===== config.mk =====
export PLATFORM = sky130hd
export DESIGN_NAME = gcd_controller
export DESIGN_NICKNAME = d
export VERILOG_FILES = /design/src/rtl/gcd_pkg.sv /design/src/rtl/gcd_controller.sv
export SDC_FILE = /design/constraint.sdc
export NUM_CORES = 1
export LEC_CHECK = 0
export CORE_AREA = 2 2 69 71
export DETAILED_ROUTE_END_ITERATION = 6
export DIE_AREA = 0 0 71 73
export PLACE_DENSITY = 0.82
export SYNTH_ARGS = -nofsm -noshare
export SYNTH_HDL_FRONTEND = slang
export SYNTH_SLANG_ARGS = --single-unit

===== constraint.sdc =====
create_clock -name clk -period 2.59 [get_ports clk]
set_input_delay 0.518 -clock clk [delete_from_list [all_inputs] [get_ports clk]]
set_output_delay 0.518 -clock clk [all_outputs]
set_load 0.005 [all_outputs]

===== src/rtl/gcd_pkg.sv =====
// gcd_pkg
// Shared encodings for the GCD controller and the subtraction datapath.
//   - compare codes returned by the datapath (CMP_*)
//   - edit_num codes driven to the datapath (EDIT_*)
//   - controller FSM state encoding (state_t)
package gcd_pkg;

  localparam logic [1:0] CMP_NONE = 2'd0;  // no result yet, or an operand is zero
  localparam logic [1:0] CMP_EQ   = 2'd1;  // a == b
  localparam logic [1:0] CMP_AGT  = 2'd2;  // a >  b
  localparam logic [1:0] CMP_BGT  = 2'd3;  // a <  b

  localparam logic [1:0] EDIT_NONE = 2'd0;  // hold operands
  localparam logic [1:0] EDIT_A    = 2'd1;  // a <= a - b
  localparam logic [1:0] EDIT_B    = 2'd2;  // b <= b - a

  typedef enum logic [2:0] {
    IDLE    = 3'd0,
    LOAD    = 3'd1,
    SETTLE  = 3'd2,
    EVAL    = 3'd3,
    CAPTURE = 3'd4,
    DONE    = 3'd5
  } state_t;

endpackage


===== src/rtl/gcd_controller.sv =====
// gcd_controller
// Control FSM for the subtraction-based GCD datapath. A job is accepted on
// req while idle, the operands are loaded into the datapath, one subtract is
// issued per valid compare result, and the final datapath output is
// registered as the result. A step counter aborts runaway jobs at MAX_ITER.
//
// Ports
//   clk, rst_n          clock and synchronous active-low reset
//   req, op_a, op_b     job request and operands (sampled only in IDLE)
//   busy, done          busy from LOAD through DONE; done is a 1-cycle pulse
//   result, err, steps  job outcome, held until the next acceptance
//   dp_a, dp_b          registered operands toward the datapath
//   dp_start, edit_num, get_res   datapath controls (decoded from state)
//   compare, dp_out     registered datapath status and output
module gcd_controller
  import gcd_pkg::*;
#(
  parameter int WIDTH    = 10,
  parameter int MAX_ITER = 1023,
  parameter int CNT_W    = 10
) (
  input  logic             clk,
  input  logic             rst_n,
  input  logic             req,
  input  logic [WIDTH-1:0] op_a,
  input  logic [WIDTH-1:0] op_b,
  output logic             busy,
  output logic             done,
  output logic [WIDTH-1:0] result,
  output logic             err,
  output logic [CNT_W-1:0] steps,
  output logic [WIDTH-1:0] dp_a,
  output logic [WIDTH-1:0] dp_b,
  output logic             dp_start,
  output logic [1:0]       edit_num,
  output logic             get_res,
  input  logic [1:0]       compare,
  input  logic [WIDTH-1:0] dp_out
);

  localparam logic [CNT_W-1:0] MAX_CNT = CNT_W'(MAX_ITER);

  state_t state_q;
  state_t state_d;

  logic subtract;   // compare says the operands still differ
  logic at_limit;   // step budget exhausted

  assign subtract = (compare == CMP_AGT) || (compare == CMP_BGT);
  assign at_limit = (steps == MAX_CNT);

  // State register plus the job registers written on specific transitions.
  always_ff @(posedge clk) begin
    if (!rst_n) begin
      state_q <= IDLE;
      result  <= '0;
      err     <= 1'b0;
      steps   <= '0;
      dp_a    <= '0;
      dp_b    <= '0;
    end else begin
      state_q <= state_d;
      case (state_q)
        IDLE: begin
          if (req) begin
            dp_a  <= op_a;
            dp_b  <= op_b;
            steps <= '0;
            err   <= 1'b0;
          end
        end
        EVAL: begin
          // The limit is tested before incrementing, so steps never wraps.
          if (subtract) begin
            if (at_limit) begin
              err <= 1'b1;
            end else begin
              steps <= steps + 1'b1;
            end
          end
        end
        CAPTURE: begin
          // An aborted job also passes through CAPTURE so that done always
          // lands at the same offset after the last subtract; its result is 0.
          result <= err ? '0 : dp_out;
        end
        default: ;
      endcase
    end
  end

  // Next state and datapath controls, decoded purely from state and compare.
  always_comb begin
    state_d  = state_q;
    busy     = 1'b1;
    done     = 1'b0;
    dp_start = 1'b0;
    edit_num = EDIT_NONE;
    get_res  = 1'b0;
    case (state_q)
      IDLE: begin
        busy = 1'b0;
        if (req) state_d = LOAD;
      end
      LOAD: begin
        dp_start = 1'b1;
        state_d  = SETTLE;
      end
      SETTLE: begin
        // compare still reflects the operands from before the last edit.
        state_d = EVAL;
      end
      EVAL: begin
        case (compare)
          CMP_EQ: begin
            get_res = 1'b1;
            state_d = CAPTURE;
          end
          CMP_NONE: begin
            // An operand is zero: dp_out already holds max(a, b).
            state_d = CAPTURE;
          end
          default: begin
            if (at_limit) begin
              state_d = CAPTURE;
            end else begin
              edit_num = (compare == CMP_AGT) ? EDIT_A : EDIT_B;
              state_d  = SETTLE;
            end
          end
        endcase
      end
      CAPTURE: begin
        state_d = DONE;
      end
      DONE: begin
        done    = 1'b1;
        state_d = IDLE;
      end
      default: begin
        state_d = IDLE;
      end
    endcase
  end

endmodule


==> results.md, run 1 <==
- Critical Path Sink Type: output port
- Main combinational cell family by area after synthesis: simple AND/OR/NAND/NOR gates
- Dominant cells by area after synthesis: dfxtp_1 (46%), nand2_1 (11%), a21oi_1 (10%), nand3b_1 (4.7%), clkbuf_1 (2.4%)
- First-pass GRT wire length: 8100 um
- Die extent in y: 73 um
- P per Cell Area: 466 nW/um2
- Post-Synth XOR/XNOR Area: 0%
- Synth Net Count: 271
- Adder-Cell Fraction of Synth Area: 0.655%
- Starting Density: 42.1%
- Synth Area in Compound Gates: 18.8%
- Die Footprint: 5180 um2
- # fillers: 403
- Unrepaired setup endpoints after global routing: false
- FMAX: 434 MHz
- Top cell type's share of synthesized area: 46.1%
- Drt wl/cell: 13.8 um
- Hold path endpoint: dp_b[8]
- Clock-pin slew on the worst setup and hold paths: 0.08 ns
- Final Hold Viols: 0
- Post-synthesis mux area share: 0%
- ANT cells: 0
- Number of cell rows: 25
- LEAKAGE: 1.00 nW
- Vias in the first global route: 1689
- Initial antenna violation count: 0
- Clock Path Buffers: 2
- Drt via density: 5.32
- Maximum VDD drop: 0.265 mV
- Total negative setup slack: 0 ns
- Initial DRT Pass Iterations: 4
- Max-slew headroom: 50.1%
- Reg2reg path depth: 5
- Antenna-violating nets left: 0
- Drt total wl: 5100 um
- YS warnings: 0
- Largest net degree at the start of global routing: 21
- Arrival time at the worst endpoint: 1.78 ns
- CTS Sinks: 44
- Sequential area share after synthesis: 46.1%
- Cell Area, Synth: 1910 um2
- Port Buffers: 81
- Total power: 1.34 mW
- Status: completed
- Hold depth: 2
- Aggregate global routing overflow: 0
- Worst Setup Start Kind: register
- Critical path required time: 2.07 ns
- GRT Overall Usage: 19.5%
- Remaining design rule violation count: 0
- Critical path class: register to output port
- Mapped Cells: 235
- I/O pin count: 82
- Crit path time final: 2.30 ns
- Worst Max-Slew Pin Slew: 0.747 ns
- Worst R2R Start: steps[1]
- Vias: 1967
- Area delta synth->final: 50.7%
- Simple-gate area share of the yosys netlist: 29.1%
- Max_cap viols: 0
- Total CTS buffers: 5
- Yosys cell types: 40
- Crit path max fanout: 13
- Gpl congestion: 0.876
- Fin Clk Skew: 0.00578 ns
- Hold Path Origin: dp_b[8]
- Initial DRC count: 173
- Synth Register Bits: 44
- Final nets: 352
- Final HPWL DP: 3660 um
- Root buf cell: clkbuf_8
- CTS tree: built
- Synthesized area per cell: 8.12 um2
- Finish-stage setup viols: 0
- Fin crit share: 88.9%
- Worst R2R End: steps[1]
- Reg2reg setup slack: 0.71 ns
- Fraction of layout cells with a size suffix above 1: 7.59%
- Core area: 4540 um2
- Slew Viols, Final: 0
- Die W: 71 um
- # H-tree levels: 2
- Clk Latency, worst-skew pair: 0.29 ns
- HP Class: register to register
- Synth area leader: dfxtp_1
## routing by layer
layer  track usage, %  vias up  routed length [um]
met1             26.0      909                2260
met3             4.70        6                 246
met2             31.3       67                2530
met4             6.50        0                  63
met5                0        -                   0
li1                 -      985                   -
## worst max-delay path by stage
stage	start	end	slack (ns)	depth (start not counted)
after global placement	compare[1]	edit_num[0]	0.13	5
after global routing	state_q[2]	get_res	0.21	4
final	state_q[2]	get_res	0.29	4
after floorplan	steps[0]	edit_num[0]	0.63	4
after CTS	steps[0]	edit_num[1]	0.03	5
after detailed placement	compare[1]	edit_num[0]	0.09	5
## sequential cells by signal, indices dropped and copies added (netlist names)
name / cells
state_q: 3
err: 1
result: 10
dp_a: 10
dp_b: 10
steps: 10
## cells in the final DEF (no fill, tap or decap), drive strengths merged, types with 2 or more instances in the layout
| cell type | count |
|---|---|
| and4 | 2 |
| nor4 | 2 |
| nand3b | 12 |
| nor4b | 2 |
| nand3 | 4 |
| and3b | 2 |
| nand4 | 4 |
| clkdlybuf4s50 | 79 |
| and3 | 2 |
| o31ai | 2 |
| o21a | 2 |
| or3 | 3 |
| nand2 | 57 |
| nor3 | 5 |
| o41ai | 2 |
| o21ai | 5 |
| or4 | 3 |
| a311oi | 2 |
| nor2 | 4 |
| a21oi | 39 |
| and2 | 3 |
| dfxtp | 44 |
| inv | 5 |
| a21o | 2 |
| buf | 9 |
| clkbuf | 6 |
| a31oi | 2 |
## critical path, stage by stage (launching register included)
cell and delay, ns:
dfxtp_1 0.31, buf_4 0.17, and3b_1 0.34, and3_1 0.18
clkdlybuf4s50_1 0.49
## kinds of logic after synthesis
| kind of cell | after synthesis |
|---|---|
| and+or+nand+nor | 108 |
| AOI/OAI and AO/OA | 61 |
| DFF | 44 |
| buffers and inverters | 21 |
| adders and majority gates | 1 |
## power by group
group	internal [mW]	switching, mW
sequential	0.703	0.0189
combinational	0.127	0.0921
clock	0.183	0.216
## layout make-up
type | instances | area (um2) | share of cell area [%]
Multi-Input combinational cell | 170 | 950 | 33.0
Sequential cell | 44 | 885 | 30.7
Timing Repair Buffer | 90 | 880 | 30.6
Clock buffer | 6 | 72.6 | 2.52
Tap cell | 54 | 67.6 | 2.35
Inverter | 5 | 18.8 | 0.652
Clock inverter | 1 | 5.00 | 0.174
## Yosys cell counts
cell / count
nor2b_1: 1
clkbuf_1: 12
o211ai_1: 1
nor3b_1: 1
a211oi_1: 1
o41ai_1: 2
clkbuf_8: 1
a21oi_1: 39
and2_1: 3
and4_1: 2
and3b_1: 2
nand2_1: 57
clkbuf_2: 1
a2111oi_0: 1
buf_6: 1
nor4b_1: 2
nand3b_1: 12
and3_1: 2
o31ai_1: 2
or4_1: 3
nor4_2: 1
buf_4: 1
a311oi_2: 1
inv_1: 5
nand3_1: 4
a31o_2: 1
or3b_1: 1
nor3_1: 5
a31oi_1: 2
a21o_1: 2
nor4_1: 1
o21a_1: 2
a311oi_1: 1
a21boi_1: 1
ha_1: 1
dfxtp_1: 44
nand4_1: 4
nor2_1: 4
o21ai_0: 5
or3_1: 3
## per-stage QoR
step	std cells	hold slack (ns)	setup slack, ns	utilization, %	area (um2)
finish	370	0.455	0.287	63.4	2880
CTS	370	0.457	0.0293	63.1	2860
detailed placement	362	0.446	0.0896	61.1	2770
floorplan	235	0.448	0.627	-	1910
global placement	362	0.438	0.127	61.1	2770
global route	370	0.473	0.214	63.4	2880
## what timing repair did
item | 4_1_cts | 5_1_grt
gates resized for setup | 5 | 4
hold buffers | 0 | 0
cloned | 0 | 0
pin swaps | 2 | 2
setup buffers | 1 | 0
endpoints found under the setup margin | 2 | 1
(Power assumes the default switching activity.)
==> inputs of run 2 (changes only) <==
==> constraint.sdc (replaced) <==
create_clock -name clk -period 2.59 [get_ports clk]
set_input_delay 0.259 -clock clk [delete_from_list [all_inputs] [get_ports clk]]
set_output_delay 0.259 -clock clk [all_outputs]
set_load 0.005 [all_outputs]
==> run 2 against run 1 <==
Compared with the run above:
- clock-buffer cell count down 1
- register-to-register slack lost 0.06 ns
- cell area shrank 2.2%
- maximum frequency decreased by 5.5%
- global-route usage fell by 1.6 points
- utilization decreased by 1.4 points
- clock skew fell by 0.0028 ns
- wire length fell by 3.5%
- power shrank 0.25%
- largest cell class unchanged
==> results.md, run 2 (same netlist as run 1, synthesis figures left out) <==
- Status: completed
- Worst-path cell chain: ha_1 > and4_1 > a311oi_2 > and2_1 > clkdlybuf4s50_1
- Worst Max-Slew Pin Slew: 0.791 ns (+0.0447 ns)
- GRT Overall Usage: 17.9% (-1.6 points)
- Total power: 1.34 mW (-0.25%)
- I/O pin count: 82 (unchanged)
- Worst Setup Start Kind: register
- Largest net degree at the start of global routing: 25 (+19%)
- Post-DP Area: 2730 um2 (-1.4%)
- Reg2reg path depth: 5 (unchanged)
- Finish-stage setup viols: 0 (unchanged)
- Hold-fix buffers, CTS: 0 (unchanged)
- Arrival time at the worst endpoint: 2.18 ns (+0.40 ns)
- Port Buffers: 81 (unchanged)
- Max-slew headroom: 47.1% (-3.0 points)
- Die W: 71 um (unchanged)
- Initial DRT Pass Iterations: 4 (unchanged)
- CTS tree: built
- # fillers: 403 (unchanged)
- Fin util: 62.1% (-1.4 points)
- Hold depth: 2 (unchanged)
- Starting Density: 42.1% (unchanged)
- Aggregate global routing overflow: 0 (unchanged)
- Critical path's slowest cell: clkdlybuf4s50_1
- Crit path time final: 2.44 ns (+0.134 ns)
- FMAX: 410 MHz (-5.5%)
- Levels on crit path: 5 (+1)
- Clock Path Buffers: 2 (unchanged)
- Cell area after layout: 2820 um2 (-2.2%)
- HP Class: register to register
- Vias in the first global route: 1678 (-0.65%)
- Die extent in y: 73 um (unchanged)
- # H-tree levels: 2 (unchanged)
- Total negative setup slack: 0 ns (unchanged)
- Slew Viols, Final: 0 (unchanged)
- Max_cap viols: 0 (unchanged)
- Max incr delay on CP: 0.50 ns (about the same)
- Drt wl/cell: 13.5 um (-1.9%)
- P per Cell Area: 475 nW/um2 (+2.0%)
- Initial antenna violation count: 0 (unchanged)
- Final Hold Viols: 0 (unchanged)
- Critical Path Sink Type: output port
- Total CTS buffers: 5 (unchanged)
- Antenna-violating nets left: 0 (unchanged)
- Remaining design rule violation count: 0 (unchanged)
- Fraction of layout cells with a size suffix above 1: 4.52% (-3.1 points)
- Fin Clk Skew: 0.00293 ns (-0.00285 ns)
- Setup WS post-layout: 0.153 ns (-0.134 ns)
- Hold path endpoint: dp_a[1]
- Area delta synth->final: 47.4%
- Drt via density: 5.36 (+0.77%)
- Die Footprint: 5180 um2 (unchanged)
- Crit path max fanout: 6 (-7)
- Unrepaired setup endpoints after global routing: false
- Critical path class: register to output port
- Gpl congestion: 0.878 (+0.15%)
- Fin crit share: 94.1% (+5.2 points)
- Number of cell rows: 25 (unchanged)
- Drt total wl: 4920 um (-3.5%)
- Delay-heaviest family, CP: buffers and inverters
- Most common cell after layout, fill and taps aside: clkdlybuf4s50_1
- Reg2reg setup slack: 0.65 ns (-0.06 ns)
- Maximum VDD drop: 0.279 mV (+5.5%)
- First-pass GRT wire length: 7510 um (-7.2%)
- Post-cts resize count: 0 (-5)
- Final nets: 346 (-1.7%)
- CTS Sinks: 44 (unchanged)
- Worst R2R Start: steps[0]
- Postcts setup bufs: 0 (-1)
- WP buf/inv: 1 (-1)
- ANT cells: 0 (unchanged)
- LEAKAGE: 0.947 nW (-5.5%)
- Hold Path Origin: dp_a[1]
- Most frequent cells in the layout: clkdlybuf4s50_1 (81), nand2_1 (57), dfxtp_1 (44)
- Final HPWL DP: 3480 um (-5.0%)
- Root buf cell: clkbuf_8
- Clock-pin slew on the worst setup and hold paths: 0.08 ns (about the same)
- Core area: 4540 um2 (unchanged)
- Dpl ws: 0.384 ns (+0.294 ns)
- Worst R2R End: steps[1]
- Critical path required time: 2.33 ns (+0.26 ns)
- Clk Latency, worst-skew pair: 0.29 ns (about the same)
- Vias: 1950 (-0.86%)
- Initial DRC count: 132 (-24%)
-- run 2: cell count changes in the layout (fill, tap and decap cells not counted), sizes merged --
cell           change
clkinvlp           +1
clkbuf             -1
dlymetal6s2s       -1
clkdlybuf4s50      +2
dlygate4sd2        -1
buf                -6
-- run 2: metrics by stage --
step / std cells / hold WS (ns)
final: 364 / 0.453
after global routing: 364 / 0.478
after CTS: 364 / 0.457
after detailed placement: 357 / 0.445
after global placement: 357 / 0.438
after floorplan: 235 / 0.377
-- run 2: final cells by class --
| cell class | count | area, um2 | area share (%) |
|---|---|---|---|
| clock buffer | 5 | 68.8 | 2.44 |
| clock inverter | 2 | 12.5 | 0.444 |
| inverter | 5 | 18.8 | 0.667 |
| multi-input combinational | 170 | 933 | 33.2 |
| sequential | 44 | 881 | 31.3 |
| tap | 54 | 67.6 | 2.40 |
| timing repair buffer | 84 | 833 | 29.6 |
-- run 2: layer usage --
metal | wire [um] | track usage [%]
met3 | 333 | 4.42
met4 | 27 | 5.03
met5 | 0 | 0
met2 | 2370 | 30.6
met1 | 2190 | 22.4
-- run 2: worst max-delay path by stage --
stage | startpoint | endpoint | slack [ns]
after floorplan | steps[0] | edit_num[0] | 0.89
after detailed placement | req | steps[7] | 0.38
final | steps[0] | edit_num[1] | 0.15
after CTS | state_q[1] | edit_num[1] | 0.15
after global placement | req | steps[7] | 0.40
after global routing | steps[0] | edit_num[1] | 0.06
-- run 2: tightest hold or removal path, delay by kind of cell (launching register included) --
family | cells | cell delay (ns)
and+or+nand+nor | 1 | 0.05
AOI/OAI and AO/OA | 1 | 0.05
DFF | 1 | 0.31
-- run 2: power by group --
part           leakage, nW  internal (mW)  switching, mW
Sequential           0.358          0.703         0.0198
Clock               0.0400          0.183          0.222
Combinational        0.549          0.121         0.0891
Total                0.947           1.01          0.331
==> inputs of run 3 (changes only) <==
Settings changed: GPL_ROUTABILITY_DRIVEN set to 0.
==> run 3 against run 2 <==
Compared with the run above:
- largest cell class unchanged
- worst setup slack better by 0.034 ns
- clock-buffer cell count up 1
- sequential share of layout area down 0.29 points
- maximum frequency up 1.4%
- global-route usage up 0.97 points
- first-iteration DRC count up 30%
- power up 7.3%
- final cell count up 0.27%
- sequential power about the same
- worst hold slack worse by 0.0016 ns
- via count down 0.97%
==> results.md, run 3 (same netlist as run 1, synthesis figures left out) <==
- Root buf cell: clkbuf_8
- Vias in the first global route: 1772 (+5.6%)
- Setup WS post-layout: 0.188 ns (+0.0344 ns)
- Tightest hold margin: 0.452 ns (-0.00159 ns)
- Fraction of layout cells with a size suffix above 1: 4.50% (-0.015 points)
- Max-slew headroom: 46.6% (-0.50 points)
- Finish-stage setup viols: 0 (unchanged)
- Aggregate global routing overflow: 0 (unchanged)
- Final nets: 346 (unchanged)
- Area delta synth->final: 48.8%
- Die extent in y: 73 um (unchanged)
- Drt via density: 5.29 (-1.2%)
- Core area: 4540 um2 (unchanged)
- Max_cap viols: 0 (unchanged)
- Clock Path Buffers: 2 (unchanged)
- GRT Overall Usage: 18.8% (+0.97 points)
- Initial antenna violation count: 0 (unchanged)
- Remaining design rule violation count: 0 (unchanged)
- Total negative setup slack: 0 ns (unchanged)
- Crit path max fanout: 6 (unchanged)
- CTS Sinks: 44 (unchanged)
- Arrival time at the worst endpoint: 2.14 ns (-0.04 ns)
- Max incr delay on CP: 0.50 ns (about the same)
- Initial DRC count: 171 (+30%)
- Slew Viols, Final: 0 (unchanged)
- LEAKAGE: 0.962 nW (+1.6%)
- Vias: 1931 (-0.97%)
- Postcts setup bufs: 0 (unchanged)
- Maximum VDD drop: 0.262 mV (-6.0%)
- Final Hold Viols: 0 (unchanged)
- Fin Clk Skew: 0.00449 ns (+0.00156 ns)
- Critical path class: register to output port
- Die Footprint: 5180 um2 (unchanged)
- Starting Density: 42.1% (unchanged)
- CTS tree: built
- Fin crit share: 92.8% (-1.3 points)
- Worst R2R Start: steps[0]
- Status: completed
- Critical path required time: 2.33 ns (about the same)
- Antenna-violating nets left: 0 (unchanged)
- Critical path's slowest cell: clkdlybuf4s50_1
- Unrepaired setup endpoints after global routing: false
- Hold-fix buffers, CTS: 0 (unchanged)
- FMAX: 416 MHz (+1.4%)
- Critical Path Sink Type: output port
- Final HPWL DP: 3410 um (-2.0%)
- Crit path time final: 2.40 ns (-0.0344 ns)
- Number of cell rows: 25 (unchanged)
- Hold Path Origin: result[9]
- Fin util: 62.6% (+0.58 points)
- Initial DRT Pass Iterations: 4 (unchanged)
- Worst Max-Slew Pin Slew: 0.800 ns (+0.00905 ns)
- Post-cts resize count: 0 (unchanged)
- P per Cell Area: 505 nW/um2 (+6.3%)
- Most common cell after layout, fill and taps aside: clkdlybuf4s50_1
- Worst Setup SP: steps[0]
- Port Buffers: 81 (unchanged)
- Largest net degree at the start of global routing: 25 (unchanged)
- Clk Latency, worst-skew pair: 0.29 ns (about the same)
- Most frequent cells in the layout: clkdlybuf4s50_1 (81), nand2_1 (57), dfxtp_1 (44)
- Total CTS buffers: 5 (unchanged)
- ANT cells: 0 (unchanged)
- First-pass GRT wire length: 7760 um (+3.2%)
- Worst-path cell chain: ha_1 > and4_1 > a311oi_2 > nor2b_1 > clkdlybuf4s50_1
- # H-tree levels: 2 (unchanged)
- Drt wl/cell: 13.0 um (-3.7%)
- I/O pin count: 82 (unchanged)
- Clock-pin slew on the worst setup and hold paths: 0.08 ns (about the same)
- Dpl ws: 0.386 ns (+0.00228 ns)
- Die W: 71 um (unchanged)
- Drt total wl: 4750 um (-3.4%)
- # fillers: 410 (+1.7%)
- HP Class: register to register
- Worst Setup Start Kind: register
## run 3: cell types whose count changed in the layout (fill, tap and decap cells not counted)
cell        previous run  this run
bufinv_16              0         1
clkbuf_1               0         1
clkinvlp_4             1         0
## run 3: per-layer routing
metal	GRT usage, %	vias to the layer above	share of wire [%]
met4	7.34	0	0.72
met2	31.5	58	48
li1	-	976	-
met3	6.08	2	6.0
met5	0	-	0
met1	22.6	895	45
## run 3: worst max-delay path: cells and delay by family, from the launching register on
| family | cells | cell delay (ns) |
|---|---|---|
| AO/OA/AOI/OAI | 1 | 0.30 |
| adder cells (fa/ha/maj) | 1 | 0.26 |
| buffers and inverters | 1 | 0.50 |
| flip-flops | 1 | 0.35 |
| AND/OR/NAND/NOR | 2 | 0.44 |
## run 3: final timing paths
check	cells past startpoint	slack, ns	to
hold / removal	2	0.45	result[9]
hold reg to reg	2	0.45	result[9]
setup / recovery	5	0.19	edit_num[0]
setup reg to reg	5	0.68	steps[1]
## run 3: layout make-up
type / instances / area, um2 / area share, %
tap: 54 / 67.6 / 2.38
inverter: 5 / 18.8 / 0.661
multi-input combinational: 170 / 933 / 32.8
timing repair buffer: 84 / 833 / 29.3
sequential: 44 / 881 / 31.0
clock inverter: 2 / 35.0 / 1.23
clock buffer: 6 / 72.6 / 2.55
## run 3: metrics by stage
step           power [mW]  cells  instance area [um2]
2_1_floorplan       0.827    235                 1910
5_1_grt              1.51    365                 2840
6_report             1.44    365                 2840
3_5_place_dp        0.948    357                 2730
4_1_cts              1.45    365                 2840
3_3_place_gp        0.944    357                 2730
## run 3: power by group
group	internal, mW	switching [mW]
combinational	0.121	0.0872
sequential	0.703	0.0195
clock	0.286	0.218
total	1.11	0.325
